--- src/rtl/quiz_turn_arbiter.sv ---
// quiz_turn_arbiter: two-player buzzer arbiter and answer-turn sequencer.
// Opens a buzz window after the question is shown, grants one answer turn at a
// time, counts down each window in seconds, locks out wrong/timed-out players
// and keeps saturating BCD scores.
// Optional feature macro: QUIZ_ROTATE_PRIORITY_EN -- round-robin tie-break for
// simultaneous buzzes (otherwise player A always wins a tie).
module quiz_turn_arbiter #(
   parameter int TICK_DIV   = 50_000_000,
   parameter int ANSWER_SEC = 9,
   parameter int OPEN_SEC   = 9
) (
   input  logic       clk_i,
   input  logic       rst_i,
   input  logic       round_start_i,
   input  logic       abort_i,
   input  logic [1:0] buzz_i,
   input  logic       judge_valid_i,
   input  logic       judge_ok_i,
   input  logic       score_clr_i,
   output logic [2:0] state_o,
   output logic [1:0] grant_o,
   output logic [1:0] lock_o,
   output logic [3:0] time_left_o,
   output logic       round_done_o,
   output logic [1:0] winner_o,
   output logic [3:0] score_a_o,
   output logic [3:0] score_b_o
);

   localparam int CW = (TICK_DIV > 1) ? $clog2(TICK_DIV) : 1;

   typedef enum logic [2:0] {
      S_IDLE   = 3'd0,
      S_OPEN   = 3'd1,
      S_ANSWER = 3'd2,
      S_DONE   = 3'd3
   } state_t;

   state_t          state_q, state_d;
   logic [1:0]      grant_q, grant_d;
   logic [1:0]      lock_q, lock_d;
   logic [3:0]      time_q, time_d;
   logic [1:0]      winner_q, winner_d;
   logic            round_done_q;
   logic [3:0]      score_a_q, score_b_q;
   logic [CW-1:0]   cnt_q, cnt_d;
   logic            active, tick, expire;
   logic [1:0]      valid_buzz;
   logic            inc_a, inc_b;
`ifdef QUIZ_ROTATE_PRIORITY_EN
   logic            ptr_q, ptr_d;  // 0 = A preferred on a tie, 1 = B
`endif

   assign active     = (state_q == S_OPEN) || (state_q == S_ANSWER);
   assign tick       = active && (cnt_q == CW'(TICK_DIV - 1));
   assign expire     = tick && (time_q == 4'd1);
   assign valid_buzz = buzz_i & ~lock_q;

   // Next-state, turn, lockout and countdown decisions; abort overrides all.
   always_comb begin
      state_d  = state_q;
      grant_d  = grant_q;
      lock_d   = lock_q;
      time_d   = time_q;
      winner_d = winner_q;
      inc_a    = 1'b0;
      inc_b    = 1'b0;
`ifdef QUIZ_ROTATE_PRIORITY_EN
      ptr_d    = ptr_q;
`endif
      if (abort_i && (state_q != S_IDLE)) begin
         state_d  = S_IDLE;
         grant_d  = 2'b00;
         lock_d   = 2'b00;
         time_d   = 4'd0;
         winner_d = 2'b00;
      end else begin
         case (state_q)
            S_IDLE: begin
               if (round_start_i) begin
                  state_d  = S_OPEN;
                  grant_d  = 2'b00;
                  lock_d   = 2'b00;
                  winner_d = 2'b00;
                  time_d   = 4'(OPEN_SEC);
               end
            end
            S_OPEN: begin
               // A buzz landing on the expiry edge still takes the turn.
               if (valid_buzz != 2'b00) begin
                  state_d = S_ANSWER;
                  time_d  = 4'(ANSWER_SEC);
                  if (valid_buzz == 2'b11) begin
`ifdef QUIZ_ROTATE_PRIORITY_EN
                     grant_d = ptr_q ? 2'b10 : 2'b01;
                     ptr_d   = ~ptr_q;
`else
                     grant_d = 2'b01;
`endif
                  end else begin
                     grant_d = valid_buzz;
                  end
               end else if (expire) begin
                  state_d  = S_DONE;
                  time_d   = 4'd0;
                  winner_d = 2'b00;
               end else if (tick) begin
                  time_d = time_q - 4'd1;
               end
            end
            S_ANSWER: begin
               if (judge_valid_i && judge_ok_i) begin
                  state_d  = S_DONE;
                  winner_d = grant_q;
                  inc_a    = grant_q[0];
                  inc_b    = grant_q[1];
                  grant_d  = 2'b00;
                  time_d   = 4'd0;
               end else if (judge_valid_i || expire) begin
                  lock_d  = lock_q | grant_q;
                  grant_d = 2'b00;
                  if (lock_d != 2'b11) begin
                     state_d = S_OPEN;
                     time_d  = 4'(OPEN_SEC);
                  end else begin
                     state_d  = S_DONE;
                     time_d   = 4'd0;
                     winner_d = 2'b00;
                  end
               end else if (tick) begin
                  time_d = time_q - 4'd1;
               end
            end
            S_DONE: begin
               state_d = S_IDLE;
            end
            default: begin
               state_d = S_IDLE;
            end
         endcase
      end
   end

   // Seconds prescaler: restarts on every window entry, wraps on each tick.
   always_comb begin
      cnt_d = cnt_q + CW'(1);
      if (!active || (state_d != state_q) || tick) begin
         cnt_d = '0;
      end
   end

   // Round state registers; ROUND_DONE is high exactly while DONE is shown.
   always_ff @(posedge clk_i) begin
      if (rst_i) begin
         state_q      <= S_IDLE;
         grant_q      <= 2'b00;
         lock_q       <= 2'b00;
         time_q       <= 4'd0;
         winner_q     <= 2'b00;
         round_done_q <= 1'b0;
         cnt_q        <= '0;
      end else begin
         state_q      <= state_d;
         grant_q      <= grant_d;
         lock_q       <= lock_d;
         time_q       <= time_d;
         winner_q     <= winner_d;
         round_done_q <= (state_d == S_DONE);
         cnt_q        <= cnt_d;
      end
   end

   // Saturating scores; a clear beats a same-cycle increment.
   always_ff @(posedge clk_i) begin
      if (rst_i || score_clr_i) begin
         score_a_q <= 4'd0;
         score_b_q <= 4'd0;
      end else begin
         if (inc_a && (score_a_q != 4'd9)) score_a_q <= score_a_q + 4'd1;
         if (inc_b && (score_b_q != 4'd9)) score_b_q <= score_b_q + 4'd1;
      end
   end

`ifdef QUIZ_ROTATE_PRIORITY_EN
   // Tie-break pointer: starts at A, flips after every tie grant.
   always_ff @(posedge clk_i) begin
      if (rst_i) ptr_q <= 1'b0;
      else       ptr_q <= ptr_d;
   end
`endif

   assign state_o      = state_q;
   assign grant_o      = grant_q;
   assign lock_o       = lock_q;
   assign time_left_o  = time_q;
   assign round_done_o = round_done_q;
   assign winner_o     = winner_q;
   assign score_a_o    = score_a_q;
   assign score_b_o    = score_b_q;

endmodule

--- config.mk ---
export PLATFORM = sky130hd
export DESIGN_NAME = quiz_turn_arbiter
export DESIGN_NICKNAME = d
export VERILOG_FILES = /design/src/rtl/quiz_turn_arbiter.sv
export SDC_FILE = /design/constraint.sdc
export NUM_CORES = 1
export LEC_CHECK = 0
export CAP_MARGIN = 10
export CORE_MARGIN = 2
export CORE_UTILIZATION = 45
export CTS_CLUSTER_SIZE = 28
export DETAILED_ROUTE_END_ITERATION = 6
export PLACE_DENSITY_LB_ADDON = 0.08
export SYNTH_ARGS = -nofsm -noshare
export SYNTH_HDL_FRONTEND = slang
export SYNTH_SLANG_ARGS = --single-unit
--- constraint.sdc ---
create_clock -name clk_i -period 2.2 [get_ports clk_i]
set_input_delay 0.44 -clock clk_i [delete_from_list [all_inputs] [get_ports clk_i]]
set_output_delay 0.44 -clock clk_i [all_outputs]
set_load 0.02 [all_outputs]
After elaboration in Yosys (flattened, before gate mapping)
Cells that the tools add are included.
- mux-type cells: 37
- reduce and logical (&&, ||, !) cells: 23
- equal/unequal tests: 18
- bitwise gates (word level): 3
- add/subtract/negate cells: 4
- operator list (cell ; number):
    two-way mux 4 bit ; 7
    adder 26 x 1 -> 26 bit (second input constant) ; 1
    equality test 26 bit (second input constant) ; 1
    two-way mux 2 bit ; 13
    two-way mux 3 bit ; 6
    one-hot mux 2 bit (3 select lines) ; 2
    one-hot mux 4 bit (3 select lines) ; 1
    != test 2 bit (second input constant) ; 5
    one-hot mux 3 bit (3 select lines) ; 1
    adder 4 x 1 -> 4 bit (second input constant) ; 2
    != test 4 bit (second input constant) ; 2
    AND reduction 4 bit ; 2
    equality test 3 x 2 -> 1 bit (second input constant) ; 2
    logical AND 1 bit ; 6
    two-way mux 1 bit ; 6
    AND reduction 6 bit ; 1
    nonzero test 3 bit ; 2
    logical OR 1 bit ; 5
    equality test 4 x 1 -> 1 bit (second input constant) ; 1
    != test 2 x 1 -> 1 bit (second input constant) ; 2
    one-hot mux 2 bit (2 select lines) ; 1
    nonzero test 2 bit ; 2
    OR reduction 2 bit ; 2
    subtractor 4 x 1 -> 4 bit (second input constant) ; 1
    other kinds (11) ; 11
- input bits: 9
- bits in registers: 48
- logic and storage cells: 94
- output and inout bits: 22

Logic depth before layout (Yosys ltp)
- word-level depth: 13
- depth in mapped cells: 8
- depth with buffers taken out: 8

Least setup slack after synthesis
No wires, ideal clock.
- path kind: register -> register
- from: reg state_q[2] (netlist: state_o[2])
- to: reg time_q[3] (netlist: time_left_o[3])
- setup time: 74 ps
- arrival time: 1964 ps
- slack: 162 ps
- cell stages (with the launch flop): 7
- cell sequence: dfxtp_1 > or4b_4 > nor4_4 > nand3_2 > or3_1 > a21o_1 > a31oi_1
- longest elaborated chain between the ends: 8
- elaborated cells on any way between the ends: 19
- classes of those cells: eq/ne (3); mux (6); reduce/logical (10)
- RTL lines (element ; RTL line ; source):
    start: declaration ; 39 ; state_t state_q, state_d;
    start signal: assignment ; 163 ; state_q <= state_d;
    equality test 3 x 1 -> 1 bit / equality test 3 x 2 -> 1 bit (equally long branches) ; 54, 78 ;
    logical OR 1 bit ; 54 ; assign active = (state_q == S_OPEN) || (state_q == S_ANSWER);
    logical AND 1 bit ; 55 ; assign tick = active && (cnt_q == CW'(TICK_DIV - 1));
    logical AND 1 bit ; 56 ; assign expire = tick && (time_q == 4'd1);
    logical OR 1 bit ; 119 ; end else if (judge_valid_i || expire) begin
    two-way mux 4 bit ; 119 ;
    two-way mux 4 bit ; 112 ; if (judge_valid_i && judge_ok_i) begin
    one-hot mux 4 bit (3 select lines) ; 78 ; case (state_q)
    end signal: assignment ; 166 ; time_q <= time_d;
    end: declaration ; 42 ; logic [3:0] time_q, time_d;
Several ways; a longest one is shown, not always the timed one.
A chain may end at the register's enable or synchronous reset.

Worst setup path after layout
- from: reg cnt_q[24]
- to: reg time_q[3] (netlist: time_left_o[3])
- longest elaborated chain between the ends: 7
- elaborated cells on any way between the ends: 10
- classes of those cells: eq/ne (1); mux (6); reduce/logical (3)
- RTL lines (element ; RTL line ; source):
    start: declaration ; 46 ; logic [CW-1:0] cnt_q, cnt_d;
    start signal: assignment ; 169 ; cnt_q <= cnt_d;
    equality test 26 bit (*) ; 55 ;
    logical AND 1 bit (*) ; 55 ;
    logical AND 1 bit ; 56 ;
    logical OR 1 bit ; 119 ;
    two-way mux 4 bit ; 119 ;
    two-way mux 4 bit ; 112 ;
    one-hot mux 4 bit (3 select lines) (*) ; 78 ;
Mark *: on every way between the ends. The rest lies on a longest branch, timed or not.

==> results.md <==
- The run finished with clean final reports.
- For hold timing, the worst endpoint is winner_o[0].
- The largest stage delay on the critical path is around 540 ps.
- The count of warnings emitted by yosys is 0.
- The vertical extent of the die is 78.6 µm.
- The first-pass GRT wire length is approximately 9800 µm.
- The number of design-rule violations left by the first detailed-router iteration is between 100 and 150.
- In this run the clock root is driven by a sky130_fd_sc_hd__clkbuf_8.
- The hold violation total from the final report is 0.
- Setup repair after global routing left no endpoint under its margin.
- Data on the critical path is required at its endpoint by 2450 ps.
- The period utilization is 0.940.
- The worst setup path is captured at a flip-flop.
- The fraction of the yosys area taken by sequential cells is 0.384.
- Of the post-synthesis cell area, the part taken by muxes is 0.00450.
- The critical path is of the reg -> reg type.
- The utilization of the core after routing is 0.591.
- Data on the critical path arrives at its endpoint at 2310 ps.
- The clock network fraction of total power is 0.444.
- The via count of the first global-routing pass is 2105.
- Of all nets on the critical path, the largest fanout is 6.
- The number of detailed-routing iterations run before antenna repair is 4.
- The maximum number of pins on one net before global-route repair is 27.
- Traced cell by cell, the critical path runs through or4b_4, nor4_4, buf_4, nand3_2, or3_1, a21o_1, a31oi_1.
- The maximum frequency from static timing analysis is a little under 0.5 GHz.
- The number of instances in the synthesized netlist is 297.
- The source of the worst register-to-register timing path is cnt_q[24].
- In this run the critical register-to-register path is captured at time_left_o[3].
- Power comes to about 0.0018 W.
- In this run the power density over the cells is ~550 nW/µm².
- The portion of total power attributed to sequential cells is 0.493.
- On the final layout, the worst clock skew is ~5 ps.
- The synthesized-area fraction occupied by ao, oa, aoi and oai cells is 0.126.
- The cell area after synthesis is about 2500 µm².
- The fraction of the mapped netlist area in simple logic gates is 0.302.
- The cell type contributing the most total cell area after synthesis is sky130_fd_sc_hd__dfxtp_1.
- The internal reg-to-reg setup slack is approximately 130 ps.
- A synthesized cell averages roughly 8.4 µm².
- The worst voltage drop across the vdd grid is just over 300 µV.
- For this design, the slowest cell found on the critical path is sky130_fd_sc_hd__or4b_4.
- The post-synthesis async set-or-reset flop share is 0.
- The post-cts repair resize count is 0.
- Yosys mapped a number of flops with a built-in enable equal to 0.
- The post-synthesis adder-cell area fraction is 0.0390.
- Of the total power, the share spent switching nets is 0.222.
- The total of fill cells in the finished design is 500.
- Of the total power, combinational logic draws 0.063.
- The xor/xnor cell area share of the yosys netlist is 0.109.
- The post-CTS setup-driven buffer insertion count is 0.
- The post-CTS clock slew at the launch and capture registers of the worst setup and hold paths is about 100 ps.
- By area, the combinational part of the netlist is dominated by simple AND/OR/NAND/NOR gates.
- The placed instance count is 420.
- The H-tree generated during clock tree synthesis spans 2 levels.
- The worst path needs approximately 2100 ps of the cycle, external delays included.
- The detailed placer's ending HPWL is 4160 µm.
- For this configuration, the core starts out at a cell density of 0.460.
- The number of routed nets with antenna violations is 0.
- When the netlist entered floorplanning its net count stood at approximately 310.
- The number of design rule violations left after detail routing is 0.
- The startpoint identified for the worst hold timing path is winner_o[0].
- In this design, the largest share of critical-path delay is due to simple AND/OR/NAND/NOR gates.
- The port buffer count is 30.
- The maximum root-to-sink buffer count is 2.
- The floorplan core area is 5440 µm².
- TritonCTS built the clock tree.
- The share of synthesized area in the top cell type comes to 0.384.
- The worst reg-to-reg path cell count is 7.
- Dividing the detail-routed wire length by the instance count gives around 13 µm.
- The number of top-level design ports is 31.
- The number of nets at the end of the flow is 371.
- The number of antenna diodes in the final layout is 0.
- The overall die area is a little over 6000 µm².
- For this design, the sink count on the clock tree is between 40 and 50.
- The number of clock buffers added by TritonCTS is 5.
- The number of antenna violations at the first check in global routing was 0.
- The most frequently used flop master after synthesis is sky130_fd_sc_hd__dfxtp_1.
- The worst path meets setup with roughly 130 ps of slack.
- The tool flagged a number of max-cap violations equal to 0.
- The initialized floorplan defines 27 standard-cell rows.
- Clock latency on the worst-skew pair, taken at its later pin, is between 300 and 400 ps.
- The internal cell power is 0.00138 W.
- The analysis attributes to net switching a power of a little under 0.0004 W.
- The count of buffer and inverter cells on the critical path is 1.
- The leakage component of the power is 1.13 nW.
- The worst hold path passes through 2 cells.
- Ranked by total cell area, the synthesized netlist is headed by sky130_fd_sc_hd__dfxtp_1 38%, sky130_fd_sc_hd__nor2_1 7.1%, sky130_fd_sc_hd__xor2_1 6.7%.
- Setup violations remaining at the end of the flow were counted as 0.
- The worst slack at placement is -43.9 ps.
- At the end of routability-driven placement, the weighted congestion stood at around 0.79.
- The launching element type of the critical path is a flip-flop.
- Counting flops and latches in the post-synthesis netlist gives 48.
- The synthesized netlist contains 54 unique library cells.
- The area added between synthesis and finish is 28.5%.
- The routed layout has 2266 vias.
- Of the cells placed in the final design, the portion with a size suffix greater than 1 is 0.129.
- Once layout is complete, the cells apart from fillers number about 430.
- After global routing the overflow that remains totals 0.
- The routed design has 5640 µm of wire.
- The die outline width is 78.6 µm.
- The type of the tightest min-delay check is reg -> reg.
- The max-slew violation total from the final report came to 0.
- Hold is met by between 400 and 500 ps.
- After clock tree synthesis, the flow added hold-fix buffers numbering 0.
- The average vias per placed instance is around 5.3.
- Across every metal layer, demand over resource in global routing totals 0.198.
placed cells by master (no fill, tap or decap), types with 5 or more instances in the layout:
cell type,count
sky130_fd_sc_hd__ha_1,7
sky130_fd_sc_hd__o21ai_0,9
sky130_fd_sc_hd__clkbuf_8,5
sky130_fd_sc_hd__xor2_1,19
sky130_fd_sc_hd__xnor2_1,12
sky130_fd_sc_hd__and3_1,8
sky130_fd_sc_hd__nand2_1,23
sky130_fd_sc_hd__a211oi_1,5
sky130_fd_sc_hd__nor3_1,7
sky130_fd_sc_hd__dfxtp_1,48
sky130_fd_sc_hd__nor2b_1,6
sky130_fd_sc_hd__nand4_1,10
sky130_fd_sc_hd__a21oi_1,14
sky130_fd_sc_hd__clkdlybuf4s50_1,30
sky130_fd_sc_hd__inv_1,11
sky130_fd_sc_hd__nor2_1,47
sky130_fd_sc_hd__buf_4,28
sky130_fd_sc_hd__nand3_1,12
layout make-up:
cell class | count | area, µm² | area share
clock inverter | 3 | 68.8 | 0.0214
multi-input combinational | 230 | 1450 | 0.452
clock buffer | 5 | 68.8 | 0.0214
sequential | 48 | 961 | 0.299
tap | 72 | 90.1 | 0.0280
timing repair buffer | 59 | 531 | 0.165
inverter | 11 | 41.3 | 0.0128
worst max-delay path by stage:
| stage | startpoint | to | slack [ps] | cells after the start |
|---|---|---|---|---|
| final | cnt_q[24] | time_left_o[3] | 130 | 7 |
| after global routing | cnt_q[24] | grant_o[1] | 20 | 7 |
| after CTS | cnt_q[1] | time_left_o[2] | 70 | 9 |
| after detailed placement | abort_i | cnt_q[0] | -40 | 8 |
| after global placement | abort_i | cnt_q[2] | -8 | 8 |
| after floorplan | state_o[2] | time_left_o[3] | 160 | 6 |
metrics by stage:
| step | instance area (µm²) | setup TNS, ps |
|---|---|---|
| after floorplan | 2500 | 0 |
| after global placement | 3080 | -146 |
| after detailed placement | 3080 | -690 |
| after CTS | 3210 | 0 |
| after global routing | 3210 | 0 |
| final | 3210 | 0 |
cell usage after synthesis (2+ instances only):
master / number
sky130_fd_sc_hd__o21ai_1: 2
sky130_fd_sc_hd__a21oi_1: 14
sky130_fd_sc_hd__xor2_1: 19
sky130_fd_sc_hd__nor2b_1: 6
sky130_fd_sc_hd__a211oi_1: 5
sky130_fd_sc_hd__and3_1: 8
sky130_fd_sc_hd__or4_1: 3
sky130_fd_sc_hd__nor4_4: 2
sky130_fd_sc_hd__and2_1: 3
sky130_fd_sc_hd__nor3_1: 7
sky130_fd_sc_hd__nand4_1: 10
sky130_fd_sc_hd__buf_2: 3
sky130_fd_sc_hd__or3_1: 2
sky130_fd_sc_hd__nor3b_1: 3
sky130_fd_sc_hd__xnor2_1: 12
sky130_fd_sc_hd__nor2_1: 47
sky130_fd_sc_hd__dfxtp_1: 48
sky130_fd_sc_hd__a311oi_1: 2
sky130_fd_sc_hd__nor4_1: 2
sky130_fd_sc_hd__nand3_1: 12
sky130_fd_sc_hd__inv_1: 11
sky130_fd_sc_hd__nand3_2: 2
sky130_fd_sc_hd__o22ai_1: 2
sky130_fd_sc_hd__clkbuf_1: 2
sky130_fd_sc_hd__o2111ai_1: 2
sky130_fd_sc_hd__nand2_1: 23
sky130_fd_sc_hd__a21o_1: 2
sky130_fd_sc_hd__a22oi_1: 3
sky130_fd_sc_hd__o21ai_0: 9
sky130_fd_sc_hd__ha_1: 7
routing by layer:
layer,up-vias,routed length [µm],GRT usage
met3,7,238,0.0494
met4,0,66,0.0561
met2,35,2550,0.305
li1,1163,-,-
met5,-,0,0
met1,1061,2790,0.275
power by group through the flow:
stage                     registers [W]  logic (W)  clock network, W
after floorplan                0.000903  0.0000532                 0
after global placement         0.000898   0.000110                 0
after detailed placement       0.000898   0.000110                 0
after CTS                      0.000878   0.000111          0.000804
after global routing           0.000879   0.000122          0.000825
final                          0.000878   0.000111          0.000790
cell families (layout without fill, tap and decap cells):
group                      count (synthesis)  in the layout
AOI/OAI and AO/OA                         49             49
and+or+nand+nor                          140            140
DFF                                       48             48
adders and majority gates                  8              8
buffers and inverters                     19             78
muxes                                      1              1
xor gates and xnor gates                  31             31
other                                      1              1
worst min-delay path: stages (launching register included):
cell	delay [ps]
sky130_fd_sc_hd__dfxtp_1	320
sky130_fd_sc_hd__o21ai_0	70
sky130_fd_sc_hd__a21oi_1	60
state kept, by name, summed over array words and instances, names as in the netlist:
register and flops:
cnt_q 26, grant_o 2, lock_o 2, round_done_o 1
score_a_o 4, score_b_o 4, state_o 3, time_left_o 4
winner_o 2
Power figures use the tool's default switching activity.
